--- src/rtl/counter_pkg.sv ---
// counter_pkg
//   Shared types and default widths for the counter subsystem.
//   ovf_state_t     : overflow-handling sequencer states
//   CNT_WIDTH_DEF   : default width of the monitored counter value
//   EPOCH_WIDTH_DEF : default width of the epoch (overflow event) counter
package counter_pkg;

  typedef enum logic [1:0] {
    IDLE   = 2'd0,
    CLEAR  = 2'd1,
    REPORT = 2'd2,
    REINIT = 2'd3
  } ovf_state_t;

  localparam int CNT_WIDTH_DEF   = 8;
  localparam int EPOCH_WIDTH_DEF = 16;

endpackage

--- src/rtl/counter_overflow_ctrl.sv ---
// counter_overflow_ctrl
//   Closes the overflow loop of the counter: acknowledges each overflow,
//   numbers it as an epoch, hands an event record to a consumer over
//   valid/ready and optionally restarts the counter after a programmable
//   number of epochs.
//
//   clk              : system clock, rising edge
//   res_n            : asynchronous active-low reset
//   arm              : enables overflow handling (sampled in IDLE only)
//   reinit_threshold : epoch count that triggers reinit, 0 = never
//   overflow         : sticky overflow flag from counter
//   value            : current counter value
//   clear_overflow   : overflow acknowledge to counter
//   reinit           : one-cycle restart pulse to counter
//   evt_valid        : event record valid
//   evt_ready        : consumer accepts the record
//   evt_epoch        : 1-based epoch number of the record
//   evt_value        : counter value captured at detection
//   epoch_count      : live epoch counter
//   busy             : high in any state other than IDLE
//
//   state  | meaning
//   -------+---------------------------------------------------------
//   IDLE   | waiting for an armed overflow
//   CLEAR  | acknowledging, holding clear_overflow until overflow drops
//   REPORT | presenting the event record until the handshake
//   REINIT | one-cycle restart pulse, epoch counter cleared
module counter_overflow_ctrl
  import counter_pkg::*;
#(
  parameter int WIDTH       = CNT_WIDTH_DEF,
  parameter int EPOCH_WIDTH = EPOCH_WIDTH_DEF
) (
  input  logic                   clk,
  input  logic                   res_n,
  input  logic                   arm,
  input  logic [EPOCH_WIDTH-1:0] reinit_threshold,
  input  logic                   overflow,
  input  logic [WIDTH-1:0]       value,
  output logic                   clear_overflow,
  output logic                   reinit,
  output logic                   evt_valid,
  input  logic                   evt_ready,
  output logic [EPOCH_WIDTH-1:0] evt_epoch,
  output logic [WIDTH-1:0]       evt_value,
  output logic [EPOCH_WIDTH-1:0] epoch_count,
  output logic                   busy
);

  ovf_state_t state, state_nxt;

  logic                   detect;
  logic                   handshake;
  logic                   thr_hit;
  logic [EPOCH_WIDTH-1:0] epoch_inc;

  assign detect    = (state == IDLE) && arm && overflow;
  // evt_valid is high exactly while in REPORT, so it doubles as the state qualifier
  assign handshake = evt_valid && evt_ready;
  assign thr_hit   = (reinit_threshold != '0) && (epoch_count == reinit_threshold);
  // natural modulo-2^EPOCH_WIDTH wrap; a record with epoch 0 is legal
  assign epoch_inc = epoch_count + EPOCH_WIDTH'(1);

  always_comb begin
    state_nxt = state;
    case (state)
      IDLE: begin
        if (detect) state_nxt = CLEAR;
      end
      CLEAR: begin
        if (!overflow) state_nxt = REPORT;
      end
      REPORT: begin
        if (handshake) state_nxt = thr_hit ? REINIT : IDLE;
      end
      REINIT: begin
        state_nxt = IDLE;
      end
      default: begin
        state_nxt = IDLE;
      end
    endcase
  end

  // Outputs are decoded from the next state and registered, so each one
  // changes on the same edge as the state and no input reaches an output
  // combinationally.
  always_ff @(posedge clk or negedge res_n) begin
    if (!res_n) begin
      state          <= IDLE;
      clear_overflow <= 1'b0;
      reinit         <= 1'b0;
      evt_valid      <= 1'b0;
      busy           <= 1'b0;
    end else begin
      state          <= state_nxt;
      clear_overflow <= (state_nxt == CLEAR);
      reinit         <= (state_nxt == REINIT);
      evt_valid      <= (state_nxt == REPORT);
      busy           <= (state_nxt != IDLE);
    end
  end

  always_ff @(posedge clk or negedge res_n) begin
    if (!res_n) begin
      epoch_count <= '0;
      evt_epoch   <= '0;
      evt_value   <= '0;
    end else begin
      if (detect) begin
        epoch_count <= epoch_inc;
        evt_epoch   <= epoch_inc;
        evt_value   <= value;
      end else if (state == REINIT) begin
        epoch_count <= '0;
      end
    end
  end

endmodule
--- config.mk ---
export PLATFORM = sky130hd
export DESIGN_NAME = counter_overflow_ctrl
export DESIGN_NICKNAME = d
export VERILOG_FILES = /design/src/rtl/counter_pkg.sv /design/src/rtl/counter_overflow_ctrl.sv
export SDC_FILE = /design/constraint.sdc
export NUM_CORES = 1
export LEC_CHECK = 0
export CAP_MARGIN = 20
export CORE_MARGIN = 1.5
export CORE_UTILIZATION = 47
export DETAILED_ROUTE_END_ITERATION = 10
export PLACE_DENSITY_LB_ADDON = 0.15
export SYNTH_ARGS = -nofsm -noshare
export SYNTH_HDL_FRONTEND = slang
export SYNTH_SLANG_ARGS = --single-unit
--- constraint.sdc ---
create_clock -name clk -period 2.1 [get_ports clk]
set_input_delay 0.21 -clock clk [delete_from_list [all_inputs] [get_ports clk]]
set_output_delay 0.21 -clock clk [all_outputs]
set_load 0.01 [all_outputs]
Word-level counts from Yosys, hierarchy flattened --
Index checks and enable logic that the tools add are counted.
Storage, ports and cells: register bits 46, logic and storage cells 31, output and inout bits 44
Cells by class: reduce and logical (&&, ||, !) cells 8, mux-type cells 7, eq/ne operators 7, add/sub/neg operators 1
Operators by type and width (count):
- $mux W16 | 2
- $add A16 B1 Y16 const B | 1
- $eq A16 B16 Y1 | 1
- $reduce_bool A16 Y1 | 1
- $eq A2 B2 Y1 const B | 4
- $mux W2 | 4
- $pmux W2 S4 | 1
- $eq A2 B1 Y1 const B | 2
- $logic_and A1 B1 Y1 | 4
- $reduce_bool A2 Y1 | 2
- $logic_not A2 Y1 | 1

Depth between registers and ports, before layout --
Gate-level depths: netlist (run 1).
depth in word-level cells 6, mapped depth 6, gate-level depth less buffers 5

Worst setup path after synthesis (run 1) --
OpenSTA, ideal clock, no wires.
path type register -> register, start reg epoch_count[0], end reg epoch_count[14], period minus slack after synthesis 1593 ps, cell stages (with the launch flop) 7, setup time 134 ps, data arrival time 1459 ps, slack 507 ps, data required time 1966 ps, path through dfrtp_1 > ha_1 > buf_2 > nand3_1 > nor4_2 > xnor2_1 > o21ai_1
On the way: cells in the longest elaborated chain, start to end 2
Ends and longest elaborated chain:
- start: declaration | RTL line counter_overflow_ctrl.sv:46 | output logic [EPOCH_WIDTH-1:0] epoch_count,
- start signal: assignment | RTL line counter_overflow_ctrl.sv:111 | epoch_count <= epoch_inc;
- $add A16 B1 Y16 | RTL line counter_overflow_ctrl.sv:62 | assign epoch_inc = epoch_count + EPOCH_WIDTH'(1);
- $mux W16 | RTL line counter_overflow_ctrl.sv:110 | if (detect) begin
Every way passes these cells. A chain may end at the register's enable or synchronous reset.

Worst setup path after layout (run 1) --
start reg epoch_count[3], end out epoch_count[3]
No word-level cell between the ends.

==> results of run 1 <==
[final timing paths]
| check | start | endpoint | slack, ns |
|---|---|---|---|
| max | epoch_count[3] | epoch_count[3] | 0.33 |
| min | res_n | evt_epoch[0] | -0.02 |
| max reg2reg | epoch_count[1] | evt_epoch[14] | 0.36 |
| min reg2reg | evt_epoch[9] | evt_epoch[9] | 0.48 |
| max in group asynchronous | res_n | reinit | 1.72 |
| min in group clk | value[6] | evt_value[6] | 0.43 |
[through the flow]
stage               hold slack, ns  power (W)  setup WS (ns)  utilization, %  std cells
finish                     -0.0166    0.00340          0.329            67.3        383
global route                0.0559    0.00365          0.266            67.3        383
CTS                        0.00962    0.00344          0.323            67.3        383
detailed placement           0.334    0.00288          0.196            65.4        375
global placement             0.338    0.00284          0.246            65.4        375
floorplan                  -0.0856    0.00209          0.507               -        246
[logic make-up after synthesis]
| group | count (synthesis) |
|---|---|
| and+or+nand+nor | 105 |
| adders and majority gates | 1 |
| xor gates and xnor gates | 30 |
| buffers and inverters | 19 |
| DFF | 46 |
| AOI/OAI and AO/OA | 45 |
[report_power, final]
part,internal (W),switching [W],leakage [nW]
registers,0.00116,0.000293,0.613
logic,0.000773,0.000626,0.739
clock network,0.000266,0.000283,0.0482
[flip-flops by register name, indices dropped and copies added, names as in the netlist]
name	count
epoch_count	16
evt_valid	1
evt_epoch	16
state	2
evt_value	8
reinit	1
clear_overflow	1
busy	1
[synthesized netlist by cell type, drive strengths merged, types with 2 or more instances]
cell,n,area [um2]
nand2,58,218
dfrtp,46,1150
o21ai,30,158
xor2,19,166
buf,12,60.1
nand3,11,60.1
nor4,11,111
xnor2,11,96.3
nor2,7,26.3
clkbuf,5,18.8
nor3,5,25.0
o31ai,5,42.5
nand4,4,55.1
o21bai,3,22.5
a21oi,2,13.8
a22o,2,17.5
a31oi,2,12.5
and3,2,12.5
inv,2,7.51
nor3b,2,15.0
[layout make-up]
cell class,count,share of cell area (%)
clock buffers,7,2.68
multi-input cells,181,34.8
repair buffers,79,23.8
flip-flops and latches,46,35.7
well taps,67,2.60
inverters,2,0.233
clock inverters,1,0.155
[cell usage in the layout (no fill, tap or decap), types with 2 or more instances in the layout]
cell type	count
and3_1	2
nor4_2	2
nor3b_1	2
inv_1	2
nand3_1	10
clkbuf_8	6
nor4_4	2
o21bai_1	3
nand4_1	2
nor4_1	7
nand4_4	2
xor2_1	19
o21ai_1	4
xnor2_1	11
o21ai_2	2
clkdlybuf4s50_1	71
buf_4	7
a22o_1	2
dfrtp_1	46
a31oi_1	2
nor2_1	7
nand2_1	58
o21ai_0	24
o31ai_1	4
nor3_1	5
[metal layers]
metal	GRT usage, %	wire [um]	vias to the layer above
li1	-	-	981
met1	29.8	2450	938
met2	33.4	2540	51
met3	4.80	217	6
met4	6.58	63	0
met5	0	0	-
==> impl_table.tex, run 1 <==
\begin{tabular}{lr}
\hline
Metric & Value \\
\hline
\multicolumn{2}{l}{\textbf{Synthesis}} \\
\quad Share of synthesized area occupied by flip-flops and latches & 48.9\% \\
\quad Share of the synthesized area in compound gates (AO/OA/AOI/OAI) & 11.6\% \\
\quad Main combinational cell family by area after synthesis & simple AND/OR/NAND/NOR gates \\
\quad Primary flip-flop cell chosen by synthesis mapping & dfrtp\_1 \\
\quad Avg Cell Area, Syn & 9.56 um2 \\
\quad Post-synthesis share of cell area spent on xor and xnor gates & 11.2\% \\
\quad Seq cells post-synth & 46 \\
\quad Simple logic cell fraction of the synthesized area & 24.0\% \\
\quad Count of yosys warnings during synthesis & 0 \\
\quad Adder-cell area share of the yosys netlist & 0.532\% \\
\quad Number of synthesized flops with an enable pin & 0 \\
\quad Syn nets & 276 \\
\quad Proportion of synthesized flip-flops having asynchronous set or reset & 100\% \\
\quad Multiplexer area fraction after synthesis & 0\% \\
\quad Yosys cell types & 35 \\
\quad Mapped cell area & 0.00235 mm2 \\
\quad Cells after Synth & 246 \\
\multicolumn{2}{l}{\textbf{STA}} \\
\quad Count of final setup violators & 0 \\
\quad Post-route minimum period & 1.77 ns \\
\quad Pins over their slew limit & 0 \\
\quad Share of the clock period used by the worst path & 84.3\% \\
\quad Count of endpoints failing hold in the final timing report & 30 \\
\quad Worst clock skew & 0.00495 ns \\
\quad Worst slack on hold paths & -0.0166 ns \\
\quad Final TNS setup & 0 ns \\
\quad Achievable Freq & 565 MHz \\
\quad Measured slew at the worst slew-check pin & 0.699 ns \\
\quad Setup repair after global routing missed its margin & false \\
\quad Worst slew margin relative to its limit & 53.4\% \\
\multicolumn{2}{l}{\textbf{Global routing}} \\
\quad Global routing usage summed across all routing layers & 21.4\% \\
\quad Number of antenna violations at the first check in global routing & 0 \\
\quad Maximum number of pins on one net before global-route repair & 47 \\
\quad Number of global-route vias before repair & 1865 \\
\quad Sum of overflow across all layers after global routing & 0 \\
\quad Global-route wire length before repair & 8.91 mm \\
\multicolumn{2}{l}{\textbf{Worst setup path}} \\
\quad Number of stages on the worst setup path & 1 \\
\quad Series of cell instances along the critical path & clkdlybuf4s50\_1 \\
\quad Family with the most delay on the worst path & flip-flops \\
\quad Crit path capture type & output pin \\
\quad Worst endpoint required time & 1.89 ns \\
\quad Worst Reg2Reg Path Length in Cells & 5 \\
\quad CP Max Fanout & 11 \\
\quad Data arrival time of the critical path & 1.56 ns \\
\quad Max incr delay on CP & 0.63 ns \\
\quad Critical path startpoint category & register \\
\quad Critical path buffer and inverter count & 1 \\
\quad Cell with the largest stage delay on the worst path & dfrtp\_1 \\
\quad Type of the worst setup path & reg -> out \\
\multicolumn{2}{l}{\textbf{Floorplan}} \\
\quad Standard-cell rows & 25 \\
\quad Chip width & 73.7 um \\
\quad Die H & 73.7 um \\
\quad Full die area & 0.00544 mm2 \\
\quad Core box area & 0.00479 mm2 \\
\quad Effective utilization at floorplan & 49.2\% \\
\quad Top-level port count & 73 \\
\multicolumn{2}{l}{\textbf{Route}} \\
\quad Vias per inst & 5.16 \\
\quad Number of optimization iterations in the first detailed-route pass & 4 \\
\quad Number of routed nets with antenna violations & 0 \\
\quad Via count & 1976 \\
\quad DRC violation count after routing & 0 \\
\quad Mean routed wirelength per cell & 13.8 um \\
\quad Wirelength, routed & 5.28 mm \\
\quad Starting DRC count in detailed routing & 100 \\
\multicolumn{2}{l}{\textbf{Run status}} \\
\quad Failing checks & hold timing \\
\quad Outcome & complete, but fails checks \\
\multicolumn{2}{l}{\textbf{CTS}} \\
\quad Cells resized by post-CTS repair & 0 \\
\quad \# H-tree levels & 2 \\
\quad Clock insertion delay at the later pin of the skew report & 0.30 ns \\
\quad Clock tree from TritonCTS & built \\
\quad Number of clock sinks & 46 \\
\quad Buffer levels on the longest clock path & 2 \\
\quad Number of buffers created by CTS & 5 \\
\quad CTS hold repair buffers & 0 \\
\quad Clock transition at the registers of the reported paths & 0.08 ns \\
\quad Buffer type at the clock tree root & clkbuf\_8 \\
\quad Number of buffers inserted by post-CTS setup repair & 0 \\
\multicolumn{2}{l}{\textbf{Min path}} \\
\quad Hold/Removal Path Class & in -> async \\
\multicolumn{2}{l}{\textbf{Final layout}} \\
\quad Summed area of non-filler cells in the final layout & 0.00322 mm2 \\
\quad Area growth, synth to finish & 37.0\% \\
\quad Final Net Count & 345 \\
\quad Number of fillers in the final layout & 415 \\
\quad Share of post-route cells with drive strength above 1 & 9.18\% \\
\quad Antenna cells & 0 \\
\quad Area taken by flip-flops and latches & 0.00115 mm2 \\
\quad Multi-input gate area & 0.00112 mm2 \\
\multicolumn{2}{l}{\textbf{Power and ir drop}} \\
\quad Power per cell area & 1060 mW/mm2 \\
\quad Leakage Power & 1.40 nW \\
\quad Highest ir drop seen on vdd & 0.625 mV \\
\multicolumn{2}{l}{\textbf{Placed design}} \\
\quad Area after DPL & 0.00313 mm2 \\
\quad Final GP Congestion & 0.838 \\
\quad Port-buffer cells & 72 \\
\quad Hpwl dp & 3.87 mm \\
\multicolumn{2}{l}{\textbf{Run}} \\
\quad MaxCap Viol Count & 0 \\
\hline
\end{tabular}
Note: power is estimated with default switching activity, not from simulation.
==> inputs of run 2 (changes only) <==
Clock period 2.1 ns to 1.7 ns, I/O delays scaled along.
==> run 2 against run 1 <==
The run now ends clean. Via count rose by 3.0%. Cell count rose by 2.3%. Sequential power rose by 21%. Cell area rose by 3.4%. Utilization rose by 2.3 points. Wire length rose by 6.4%. Worst setup slack got worse by 0.29 ns. Critical path depth rose by 1. Count of clock-buffer cells in the layout fell by 2. Register-to-register slack got worse by 0.23 ns. Largest cell class unchanged.
==> impl_table.tex, run 2 (synthesized netlist as in run 1, its figures left out) <==
\begin{tabular}{lr}
\hline
Metric & Value \\
\hline
\multicolumn{2}{l}{\textbf{Run status}} \\
\quad Outcome & finished, final reports clean \\
\multicolumn{2}{l}{\textbf{Worst setup path}} \\
\quad Type of the worst setup path & reg -> out \\
\quad Crit path capture type & output pin \\
\quad Cell with the largest stage delay on the worst path & clkdlybuf4s50\_1 \\
\quad CP Max Fanout & 5 \\
\quad Critical path startpoint category & register \\
\quad Data arrival time of the critical path & 1.49 ns \\
\quad Max incr delay on CP & 0.53 ns \\
\quad Series of cell instances along the critical path & buf\_4 -> clkdlybuf4s50\_1 \\
\quad Worst endpoint required time & 1.53 ns \\
\multicolumn{2}{l}{\textbf{Placed design}} \\
\quad Final GP Congestion & 0.858 \\
\quad Port-buffer cells & 72 \\
\quad Hpwl dp & 4.13 mm \\
\multicolumn{2}{l}{\textbf{Power and ir drop}} \\
\quad Leakage Power & 1.46 nW \\
\quad Highest ir drop seen on vdd & 0.756 mV \\
\quad Power per cell area & 1290 mW/mm2 \\
\quad Design Power & 0.00428 W \\
\multicolumn{2}{l}{\textbf{Route}} \\
\quad Number of optimization iterations in the first detailed-route pass & 4 \\
\quad Vias per inst & 5.19 \\
\quad DRC violation count after routing & 0 \\
\quad Number of routed nets with antenna violations & 0 \\
\quad Wirelength, routed & 5.62 mm \\
\quad Starting DRC count in detailed routing & 116 \\
\quad Via count & 2036 \\
\quad Mean routed wirelength per cell & 14.3 um \\
\multicolumn{2}{l}{\textbf{CTS}} \\
\quad Clock transition at the registers of the reported paths & 0.08 ns \\
\quad Number of buffers created by CTS & 5 \\
\quad \# H-tree levels & 2 \\
\quad Buffer type at the clock tree root & clkbuf\_8 \\
\quad Clock tree from TritonCTS & built \\
\quad Buffer levels on the longest clock path & 2 \\
\quad Clock insertion delay at the later pin of the skew report & 0.29 ns \\
\quad Number of clock sinks & 46 \\
\multicolumn{2}{l}{\textbf{STA}} \\
\quad Measured slew at the worst slew-check pin & 0.571 ns \\
\quad Pins over their slew limit & 0 \\
\quad Achievable Freq & 603 MHz \\
\quad Final TNS setup & 0 ns \\
\quad Count of endpoints failing hold in the final timing report & 0 \\
\quad Count of final setup violators & 0 \\
\quad Post-route minimum period & 1.66 ns \\
\quad Setup repair after global routing missed its margin & false \\
\quad Worst slack on hold paths & 0.397 ns \\
\quad Worst clock skew & 0.00532 ns \\
\quad Share of the clock period used by the worst path & 97.5\% \\
\quad Worst slew margin relative to its limit & 61.9\% \\
\multicolumn{2}{l}{\textbf{Final layout}} \\
\quad Area growth, synth to finish & 41.6\% \\
\quad Area taken by flip-flops and latches & 0.00116 mm2 \\
\quad Final Net Count & 355 \\
\quad Antenna cells & 0 \\
\quad Largest registers & epoch\_count (16), evt\_epoch (16), evt\_value (8) \\
\quad Number of fillers in the final layout & 380 \\
\quad Share of post-route cells with drive strength above 1 & 13.2\% \\
\quad Multi-input gate area & 0.00113 mm2 \\
\quad Leading cell type in the layout, fill and taps excluded & clkdlybuf4s50\_1 \\
\quad Commonest cells after routing, fill and taps aside & clkdlybuf4s50\_1 (71), nand2\_1 (58), dfrtp\_1 (42) \\
\multicolumn{2}{l}{\textbf{Floorplan}} \\
\quad Standard-cell rows & 25 \\
\quad Die H & 73.7 um \\
\quad Full die area & 0.00544 mm2 \\
\quad Chip width & 73.7 um \\
\quad Top-level port count & 73 \\
\quad Core box area & 0.00479 mm2 \\
\quad Effective utilization at floorplan & 49.2\% \\
\multicolumn{2}{l}{\textbf{Global routing}} \\
\quad Sum of overflow across all layers after global routing & 0 \\
\quad Global routing usage summed across all routing layers & 22.7\% \\
\quad Number of antenna violations at the first check in global routing & 0 \\
\quad Global-route wire length before repair & 9.40 mm \\
\quad Number of global-route vias before repair & 1943 \\
\quad Maximum number of pins on one net before global-route repair & 60 \\
\multicolumn{2}{l}{\textbf{Min path}} \\
\quad Hold/Removal Path Class & in -> async \\
\multicolumn{2}{l}{\textbf{Run}} \\
\quad MaxCap Viol Count & 0 \\
\hline
\end{tabular}
## run 2: worst paths after layout
path | from | end | slack, ns | cells past startpoint
worst max-delay path | epoch_count[5] | epoch_count[5] | 0.04 | 2
worst min-delay path | res_n | evt_epoch[0] | 0.40 | 2
worst max register to register | epoch_count[2] | epoch_count[15] | 0.13 | 4
worst min register to register | evt_epoch[0] | evt_epoch[0] | 0.48 | 2
max in group asynchronous | res_n | epoch_count[1] | 0.76 | 3
min in group clk | value[0] | evt_value[0] | 0.40 | 3
## run 2: per-layer routing
layer	vias up	track usage (%)	wire (um)
met1	968	30.3	2490
met3	4	4.12	288
met4	0	7.41	51
met2	71	37.4	2790
met5	-	0	0
li1	993	-	-
## run 2: what timing repair did
action                                  CTS  global route
cloned                                    0             0
hold buffers                              1             0
endpoints found under the setup margin    2             5
buffers inserted                          0             0
pin swaps                                 0             0
gates resized for setup                   1             5
hold endpoints to repair                 22             0
## run 2: per-stage QoR
| step | area (um2) | std cells | setup WS, ns | utilization, % |
|---|---|---|---|---|
| 6_report | 3330 | 392 | 0.0424 | 69.6 |
| 5_1_grt | 3330 | 392 | 0.00744 | 69.6 |
| 4_1_cts | 3320 | 392 | 0.00669 | 69.4 |
| 3_5_place_dp | 3220 | 384 | -0.119 | 67.3 |
| 3_3_place_gp | 3220 | 384 | -0.119 | 67.3 |
| 2_1_floorplan | 2350 | 246 | 0.107 | - |
## run 2: cell type report
cell class	count	share of cell area, %
Sequential cell	46	34.7
Multi-Input combinational cell	181	34.0
Timing Repair Buffer	89	26.1
Tap cell	67	2.52
Clock buffer	5	2.07
Clock inverter	2	0.301
Inverter	2	0.225
## run 2: power breakdown
part           total [W]  internal, W  switching (W)
Clock           0.000623     0.000276       0.000347
Sequential       0.00176      0.00144       0.000316
Combinational    0.00190      0.00103       0.000866
## run 2: worst max-delay path: cells and delay by family (launching register included)
kind / cells / cell delay (ns)
buf+inv: 2 / 0.71
flops: 1 / 0.48
